==> src/rtl/coin_pkg.sv <==
// coin_pkg: shared debounce state encoding, coin-type codes and counter width.
package coin_pkg;
    typedef logic [1:0] deb_state_t;
    localparam deb_state_t IDLE    = 2'd0;
    localparam deb_state_t DEB_HI  = 2'd1;
    localparam deb_state_t PRESENT = 2'd2;
    localparam deb_state_t DEB_LO  = 2'd3;
    localparam logic COIN_A = 1'b0;
    localparam logic COIN_B = 1'b1;
    localparam int CNT_W = 16;
endpackage

==> src/rtl/coin_debounce.sv <==
// coin_debounce: 2-flop synchroniser plus debounce FSM; commit marks the accepted rising level.
module coin_debounce
    import coin_pkg::*;
#(
    parameter int DEB_CYCLES = 4
) (
    input  logic clk,
    input  logic rst,
    input  logic raw,
    output logic commit
);
    logic [1:0] sync;
    deb_state_t state;
    logic [7:0] cnt;
    logic line;
    logic done;
    assign line = sync[1];
    // cnt starts at 0 on the first stable sample, so DEB_CYCLES samples end at DEB_CYCLES-1
    assign done = cnt == 8'(DEB_CYCLES - 1);
    assign commit = state == DEB_HI && line && done;
    always_ff @(posedge clk) begin
        if (rst) begin
            sync  <= 2'b00;
            state <= IDLE;
            cnt   <= 8'd0;
        end else begin
            sync <= {sync[0], raw};
            case (state)
                IDLE: begin
                    cnt <= 8'd0;
                    if (line) state <= DEB_HI;
                end
                DEB_HI: begin
                    if (!line) state <= IDLE;
                    else if (done) state <= PRESENT;
                    else cnt <= cnt + 8'd1;
                end
                PRESENT: begin
                    cnt <= 8'd0;
                    if (!line) state <= DEB_LO;
                end
                default: begin
                    if (line) state <= PRESENT;
                    else if (done) state <= IDLE;
                    else cnt <= cnt + 8'd1;
                end
            endcase
        end
    end
endmodule

==> src/rtl/coin_sense.sv <==
// coin_sense: debounced coin front-end with jam/overflow detection and a pulse queue to vend.
// Optional delivered-coin counters cnt_a/cnt_b are enabled by COIN_SENSE_CNT_EN.
module coin_sense
    import coin_pkg::*;
#(
    parameter int DEB_CYCLES = 4,
    parameter int QDEPTH = 4
) (
    input  logic clk,
    input  logic rst,
    input  logic coin_a_raw,
    input  logic coin_b_raw,
    input  logic hold,
    output logic i,
    output logic j,
    output logic full,
    output logic jam,
    output logic ovf
`ifdef COIN_SENSE_CNT_EN
    ,
    output logic [CNT_W-1:0] cnt_a,
    output logic [CNT_W-1:0] cnt_b
`endif
);
    localparam int AW = $clog2(QDEPTH);
    logic commit_a, commit_b, one, push, pop;
    logic [QDEPTH-1:0] q;
    logic [AW-1:0] rd, wr;
    logic [AW:0] count;

    coin_debounce #(.DEB_CYCLES(DEB_CYCLES)) u_a (.clk(clk), .rst(rst), .raw(coin_a_raw), .commit(commit_a));
    coin_debounce #(.DEB_CYCLES(DEB_CYCLES)) u_b (.clk(clk), .rst(rst), .raw(coin_b_raw), .commit(commit_b));

    assign full = count == (AW+1)'(QDEPTH);
    assign pop  = count != '0 && !hold;
    assign one  = commit_a ^ commit_b;
    // a full queue still accepts a coin when its head leaves in the same cycle
    assign push = one && (!full || pop);

    always_ff @(posedge clk) begin
        if (rst) begin
            q     <= '0;
            rd    <= '0;
            wr    <= '0;
            count <= '0;
            i     <= 1'b0;
            j     <= 1'b0;
            jam   <= 1'b0;
            ovf   <= 1'b0;
        end else begin
            if (push) begin
                q[wr] <= commit_b ? COIN_B : COIN_A;
                wr    <= wr + AW'(1);
            end
            if (pop) rd <= rd + AW'(1);
            count <= count + (AW+1)'(push) - (AW+1)'(pop);
            i     <= pop && q[rd] == COIN_A;
            j     <= pop && q[rd] == COIN_B;
            jam   <= commit_a && commit_b;
            ovf   <= one && !push;
        end
    end

`ifdef COIN_SENSE_CNT_EN
    always_ff @(posedge clk) begin
        if (rst) begin
            cnt_a <= '0;
            cnt_b <= '0;
        end else begin
            if (i && cnt_a != '1) cnt_a <= cnt_a + CNT_W'(1);
            if (j && cnt_b != '1) cnt_b <= cnt_b + CNT_W'(1);
        end
    end
`endif
endmodule
==> config.mk <==
export PLATFORM = sky130hd
export DESIGN_NAME = coin_sense
export DESIGN_NICKNAME = d
export VERILOG_FILES = /design/src/rtl/coin_pkg.sv /design/src/rtl/coin_debounce.sv /design/src/rtl/coin_sense.sv
export SDC_FILE = /design/constraint.sdc
export NUM_CORES = 1
export LEC_CHECK = 0
export BUFFER_PORTS_ARGS = -buffer_cell sky130_fd_sc_hd__buf_2
export CAP_MARGIN = 30
export CORE_MARGIN = 2
export CORE_UTILIZATION = 40
export CTS_CLUSTER_DIAMETER = 30
export DETAILED_ROUTE_END_ITERATION = 6
export GPL_ROUTABILITY_DRIVEN = 0
export PLACE_DENSITY_LB_ADDON = 0.08
export SYNTH_ARGS = -nofsm -noshare
export SYNTH_HDL_FRONTEND = slang
export SYNTH_SLANG_ARGS = --single-unit
export TNS_END_PERCENT = 20
==> constraint.sdc <==
create_clock -name clk -period 4.4 [get_ports clk]
set_clock_uncertainty 0.2 [all_clocks]
set_input_delay 0.22 -clock clk [delete_from_list [all_inputs] [get_ports clk]]
set_output_delay 0.22 -clock clk [all_outputs]
set_load 0.05 [all_outputs]
Word level (Yosys, flattened, before mapping)
Index checks and enable logic that the tools add are counted.

Bits in registers: 39. Bits in latches: 0. Memory bits (writable): 0. Memory bits (read-only): 0. Input port bits: 5. Output and inout port bits: 5. Logic and storage cells: 96. Memories: 0.

$add $sub $neg: 6. $mul: 0. Divide/modulo/power cells: 0. Order comparisons: 3. Eq/ne operators: 17. Shift operators: 0. Multiplexer cells: 28. Bitwise logic cells: 2. Reduce and logical (&&, ||, !) cells: 26.

Operators with widths (count): $mux 8 (6); $pmux 8 s2 (2); $mux 2 (12); $add 8x1->8 const B (2); $eq 8x2->1 const B (2); $ne 3x3->1 const B (4); $pmux 2 s3 (2); $logic_and 1x1->1 (11); $ne 2x1->1 const B (4); $reduce_and 4->1 (2); $reduce_bool 4->1 (2); $lt 2x3->1 const B (2); $add 2x1->2 const B (2); $bwmux 4 (1); $eq 2x1->1 const B (2); $eq 2x2->1 const B (2); $logic_not 2->1 (2); $ne 2x2->1 const B (2); $reduce_and 2->1 (2); $reduce_or 2->1 (2); $add 3x1->3 (1); $eq 3x3->1 const B (1); $logic_not 1->1 (3); $mux 1 (3); 8 further kinds (8).

Logic depth before layout (Yosys ltp)
Word-level depth: 7. Depth in mapped cells: 13. Gate-level depth less buffers: 13.

Modules after synthesis
Synthesis repeated with hierarchy kept, for this count alone.

Cells, all modules: 190. Area, all modules: 1853.0 µm².

Modules (own cells, without submodules): coin_debounce (instances 2, cells each 59, area each 543.0 µm², sequential area each 240.2 µm²); coin_sense (instances 1, cells each 72, area each 767.0 µm², sequential area each 300.3 µm²).

Worst setup path after synthesis
OpenSTA, ideal clock, no wires.

Path type: register to register. From: reg u_b.cnt[0]. To: reg count[2]. Setup time: 128 ps. Arrival time: 2679 ps. Required time: 4072 ps. Path slack: 1393 ps. Stages on the path, launching flop included: 13. Buffers on the path: 0. Period minus slack after synthesis: 3007 ps. Path through: dfxtp_1 > ha_1 > or4b_4 > nor3_2 > ha_1 > nand2_1 > clkinv_1 > ha_1 > inv_1 > fa_1 > xor2_1 > xnor2_1 > nor2_1.

Longest elaborated chain between the ends: 6.

RTL lines: start: declaration (RTL line coin_debounce.sv:14) `logic [7:0] cnt;`; start signal: assignment (RTL line coin_debounce.sv:36) `else cnt <= cnt + 8'd1;`; start signal: assignment (RTL line coin_debounce.sv:45) `else cnt <= cnt + 8'd1;`; $eq 8x2->1 (RTL line coin_debounce.sv:19) `assign done = cnt == 8'(DEB_CYCLES - 1);`; $logic_and 1x1->1 (RTL line coin_debounce.sv:20) `assign commit = state == DEB_HI && line && done;`; named net commit_b (RTL line coin_sense.sv:26) `logic commit_a, commit_b, one, push, pop;`; $xor 1x1->1 (RTL line coin_sense.sv:36) `assign one = commit_a ^ commit_b;`; $logic_and 1x1->1 (RTL line coin_sense.sv:38) `assign push = one && (!full || pop);`; named net push (RTL line coin_sense.sv:26); $add 3x1->3 (RTL line coin_sense.sv:56) `count <= count + (AW+1)'(push) - (AW+1)'(pop);`; $sub 3x1->3 (RTL line coin_sense.sv:56); end signal: assignment (RTL line coin_sense.sv:56); end: declaration (RTL line coin_sense.sv:29) `logic [AW:0] count;`.

The timed path passes the listed nets, and every way through them passes these cells. A chain may end at the register's enable or synchronous reset.

Final worst setup path
Same ends and word-level chain as after synthesis.

==> tab_implementation.tex <==
\begin{tabular}{lr}
\hline
Metric & Value \\
\hline
\multicolumn{2}{l}{\textbf{Outcome}} \\
\quad Status & complete, no violations \\
\multicolumn{2}{l}{\textbf{Clocking}} \\
\quad Quantity of hold-fixing buffers added after cts & 3 \\
\quad CTS tree & done \\
\quad Clock transition at the register clock pins on the worst setup and hold paths after CTS & 0.08 ns \\
\quad Later-pin clock latency in the skew report & 0.29 ns \\
\quad CTS H-Tree Depth & 2 \\
\quad Clk sink count & 39 \\
\quad Largest buffer count on any clock path & 2 \\
\quad Clock buffers created by TritonCTS & 5 \\
\quad Buffer count from post-CTS setup fixing & 0 \\
\quad Root buf cell & sky130\_fd\_sc\_hd\_\_clkbuf\_8 \\
\quad Post-CTS resize count & 0 \\
\multicolumn{2}{l}{\textbf{Synthesis}} \\
\quad Yosys Warn Count & 0 \\
\quad Share of synthesized area occupied by flip-flops and latches & 38.03\% \\
\quad Area share of the leading cell type in the synthesized netlist & 38.03\% \\
\quad Synth top area cells & sky130\_fd\_sc\_hd\_\_dfxtp\_1 (38\%), sky130\_fd\_sc\_hd\_\_ha\_1 (10\%), sky130\_fd\_sc\_hd\_\_nor2\_1 (4.2\%) \\
\quad Post-Synthesis Net Count & 252 \\
\quad Cell taking the most area after synthesis & sky130\_fd\_sc\_hd\_\_dfxtp\_1 \\
\quad Number of library cell types mapped by synthesis & 48 \\
\quad Async set-reset flop share out of synthesis & 0\% \\
\quad Post-synth EDFFs & 0 \\
\quad Post-Syn Area & 2053 sq um \\
\quad Most common flop cell mapped by yosys & sky130\_fd\_sc\_hd\_\_dfxtp\_1 \\
\quad Number of register bits inferred by synthesis & 39 \\
\quad Mean Syn Cell Area & 8.966 sq um \\
\quad Cell count after synthesis & 229 \\
\multicolumn{2}{l}{\textbf{Placed design}} \\
\quad Total placed instance area & around 2200 sq um \\
\quad Count of input and output buffers & 9 \\
\quad Placed cells & 301 \\
\quad Total half-perimeter wirelength after legalization and detailed placement & 2.743 mm \\
\quad Setup WS pre-CTS & 1.059 ns \\
\multicolumn{2}{l}{\textbf{Cells and area}} \\
\quad Share of the core filled with cells & 45.71\% \\
\quad Number of antenna diodes & 0 \\
\quad Area Growth Syn to Fin & 12.25\% \\
\quad Final Non-Filler Cells & 312 \\
\quad Net count reported at finish & 264 \\
\quad Most frequent standard cell in the layout excluding fill and tap cells & sky130\_fd\_sc\_hd\_\_dfxtp\_1 \\
\quad Final-layout fill cell count & 495 \\
\quad Most frequent cells in the layout & sky130\_fd\_sc\_hd\_\_dfxtp\_1 (39), sky130\_fd\_sc\_hd\_\_nor2\_1 (23), sky130\_fd\_sc\_hd\_\_ha\_1 (17), sky130\_fd\_sc\_hd\_\_inv\_1 (15), sky130\_fd\_sc\_hd\_\_nand2\_1 (14) \\
\quad Share of cells above drive strength 1 & roughly 11\% \\
\quad Final standard cell area without fillers & 2305 sq um \\
\multicolumn{2}{l}{\textbf{Route}} \\
\quad Total vias in the final route & between 1.5k and 2k \\
\quad Highest metal layer used by the detailed router & met4 \\
\quad Post-route DRC & 0 \\
\quad Detailed-route vias per instance & 4.904 \\
\quad Final WL & 3.815 mm \\
\quad Met3 wire length & 101 microns \\
\quad Met2 wire len & 1.651 mm \\
\quad Residual antenna-violating net count after detailed routing & 0 \\
\quad Count of routing violations after the opening detailed-route iteration & 63 \\
\quad Routed wirelength normalized by instance count & between 10 and 15 microns \\
\quad Met1 Wirelength & 2.012 mm \\
\quad Iteration count of the initial detailed-routing pass & 4 \\
\multicolumn{2}{l}{\textbf{Floorplan}} \\
\quad Die Span X & approximately 76 microns \\
\quad Number of primary I/O pins & 10 \\
\quad Area of the die & 5722 sq um \\
\quad Row count & 26 \\
\quad Core area & 5042 sq um \\
\quad Initial standard-cell utilization of the core & 40.72\% \\
\quad Die Span Y & roughly 76 microns \\
\multicolumn{2}{l}{\textbf{Global routing}} \\
\quad Antenna violations before repair & 0 \\
\quad Maximum number of pins on one net before global-route repair & 37 \\
\quad Number of global-route vias before repair & roughly 1.4k \\
\quad Overflow left after global routing & 0 \\
\quad First-pass GRT wire length & 6.486 mm \\
\quad GRT Resource Usage Total & about 15\% \\
\multicolumn{2}{l}{\textbf{Min path}} \\
\quad Class of the tightest hold or removal check & input pin to flop \\
\quad WHS Path Cells & 2 \\
\multicolumn{2}{l}{\textbf{Power and ir drop}} \\
\quad Switching fraction of total power & a little under a third \\
\quad Peak VDD IR & 0.0002177 V \\
\quad Gate power share & 27.1\% \\
\quad Static Leak & 0.8556 nW \\
\quad Sum of internal, switching and leakage power & 1.008 mW \\
\quad Sequential fraction of design power & approximately 42\% \\
\quad Power per cell area & 437.5 nW/um\^{}2 \\
\quad Power spent charging and discharging nets & 0.3159 mW \\
\quad Internal power summed over all cells & 0.6924 mW \\
\quad Power share of the clock group & 30.6\% \\
\multicolumn{2}{l}{\textbf{STA}} \\
\quad Headroom to the max-slew limit & 59.04\% \\
\quad Highest achievable clock rate & 0.3014 GHz \\
\quad Setup Viol. Count Final & 0 \\
\quad Final TNS setup & 0 ns \\
\quad Worst path setup slack after routing & between 1 and 1.5 ns \\
\quad Setup repair after global routing missed its margin & false \\
\quad Count of endpoints failing hold in the final timing report & 0 \\
\quad Slew at the pin with the worst max-slew slack & approximately 0.60 ns \\
\quad Final slew viol count & 0 \\
\quad Shortest clock period the worst path allows after layout & 3.318 ns \\
\quad Final worst-path cycle share & 75.41\% \\
\quad Smallest hold slack & 0.2259 ns \\
\multicolumn{2}{l}{\textbf{Critical path}} \\
\quad Critical Path Most Common Cell & sky130\_fd\_sc\_hd\_\_ha\_1 \\
\quad Buffer and inverter count on the worst path & 2 \\
\quad Worst Path Class, Setup & flop to flop \\
\quad Largest incremental delay on the critical path & 0.50 ns \\
\quad Delay-heaviest family, CP & simple AND/OR/NAND/NOR gates \\
\quad Slowest stage cell, crit path & sky130\_fd\_sc\_hd\_\_or4b\_4 \\
\quad Critical Path Start Type & flop \\
\quad Worst-path maximum fanout & 7 \\
\quad WP data required & 4.36 ns \\
\quad Crit path DAT & 3.28 ns \\
\quad Path length in cells of the critical path & 12 \\
\quad Ordered list of cells on the worst path & ha\_1, or4b\_4, nor3\_2, ha\_1, nand2\_1, clkinv\_1, ha\_1, inv\_1, fa\_1, xor2\_1, xnor2\_1, nor2\_1 \\
\quad CP endpoint kind & flop \\
\quad Worst-case reg-to-reg path depth & 12 \\
\multicolumn{2}{l}{\textbf{Job}} \\
\quad Max-cap violation count & 0 \\
\hline
\end{tabular}
==> cells in the mapped netlist (all sizes together) (4+ instances only) <==
| master | instances |
|---|---|
| dfxtp | 39 |
| nor2 | 23 |
| ha | 17 |
| inv | 15 |
| nand2 | 14 |
| a21oi | 12 |
| nand3 | 8 |
| nor2b | 8 |
| o21ai | 8 |
| xnor2 | 7 |
| xor2 | 7 |
| clkbuf | 5 |
| nand4 | 5 |
| nand2b | 4 |
| nor3b | 4 |
| or2 | 4 |
==> cell type report <==
cell class,count,area [sq um],share of cell area [%]
multi-input combinational,167,1184,51.36
inverter,16,60.06,2.606
clock inverter,2,35.03,1.520
tap,70,87.58,3.800
sequential,39,780.7,33.88
clock buffer,6,82.58,3.583
timing repair buffer,12,75.07,3.257
==> final timing paths <==
check	start	end	slack, ns
min reg2reg	u_b.sync[0]	u_b.sync[1]	0.25
max reg2reg	u_b.cnt[0]	count[2]	1.08
min	rst	count[1]	0.23
max	u_b.cnt[0]	count[2]	1.08
==> worst register-to-register path, stage by stage, from the launching register on <==
cell and delay [ns]:
sky130_fd_sc_hd__dfxtp_1 0.36, sky130_fd_sc_hd__ha_1 0.25, sky130_fd_sc_hd__or4b_4 0.50, sky130_fd_sc_hd__nor3_2 0.35, sky130_fd_sc_hd__ha_1 0.30, sky130_fd_sc_hd__nand2_1 0.16, sky130_fd_sc_hd__clkinv_1 0.23, sky130_fd_sc_hd__ha_1 0.26
sky130_fd_sc_hd__inv_1 0.06, sky130_fd_sc_hd__fa_1 0.17, sky130_fd_sc_hd__xor2_1 0.17, sky130_fd_sc_hd__xnor2_1 0.13, sky130_fd_sc_hd__nor2_1 0.05
==> power groups by stage <==
| stage | Sequential, mW | Combinational [mW] | Clock (mW) |
|---|---|---|---|
| 2_1_floorplan | 0.433 | 0.222 | 0 |
| 3_3_place_gp | 0.435 | 0.275 | 0 |
| 3_5_place_dp | 0.435 | 0.275 | 0 |
| 4_1_cts | 0.427 | 0.277 | 0.320 |
| 5_1_grt | 0.432 | 0.308 | 0.335 |
| 6_report | 0.426 | 0.274 | 0.308 |
==> cells by family (layout without fill, tap and decap cells) <==
kind of cell	Yosys count	after routing	share of synthesized area (%)
buffers and inverters	23	36	4.326
adder cells (fa/ha/maj)	18	18	11.33
AND/OR/NAND/NOR	90	90	23.95
flip-flops	39	39	38.03
multiplexers	6	6	4.265
AO/OA/AOI/OAI	39	39	12.13
XOR/XNOR	14	14	5.972
==> sequential cells by signal, summed over array words and instances (netlist names), named ones only <==
signal,count
ovf,1
u_b.state,1
u_b.sync,2
u_a.sync,2
q,4
rd,2
jam,1
u_a.cnt,8
count,3
i,1
u_a.state,1
u_b.cnt,8
j,1
wr,2
==> routing by layer <==
metal / vias to the layer above / global-route usage (%)
met5: - / 0
met4: 0 / 4.094
met3: 6 / 4.101
met2: 14 / 23.38
met1: 697 / 20.10
li1: 813 / -
Note: power is estimated with default switching activity, not from simulation.
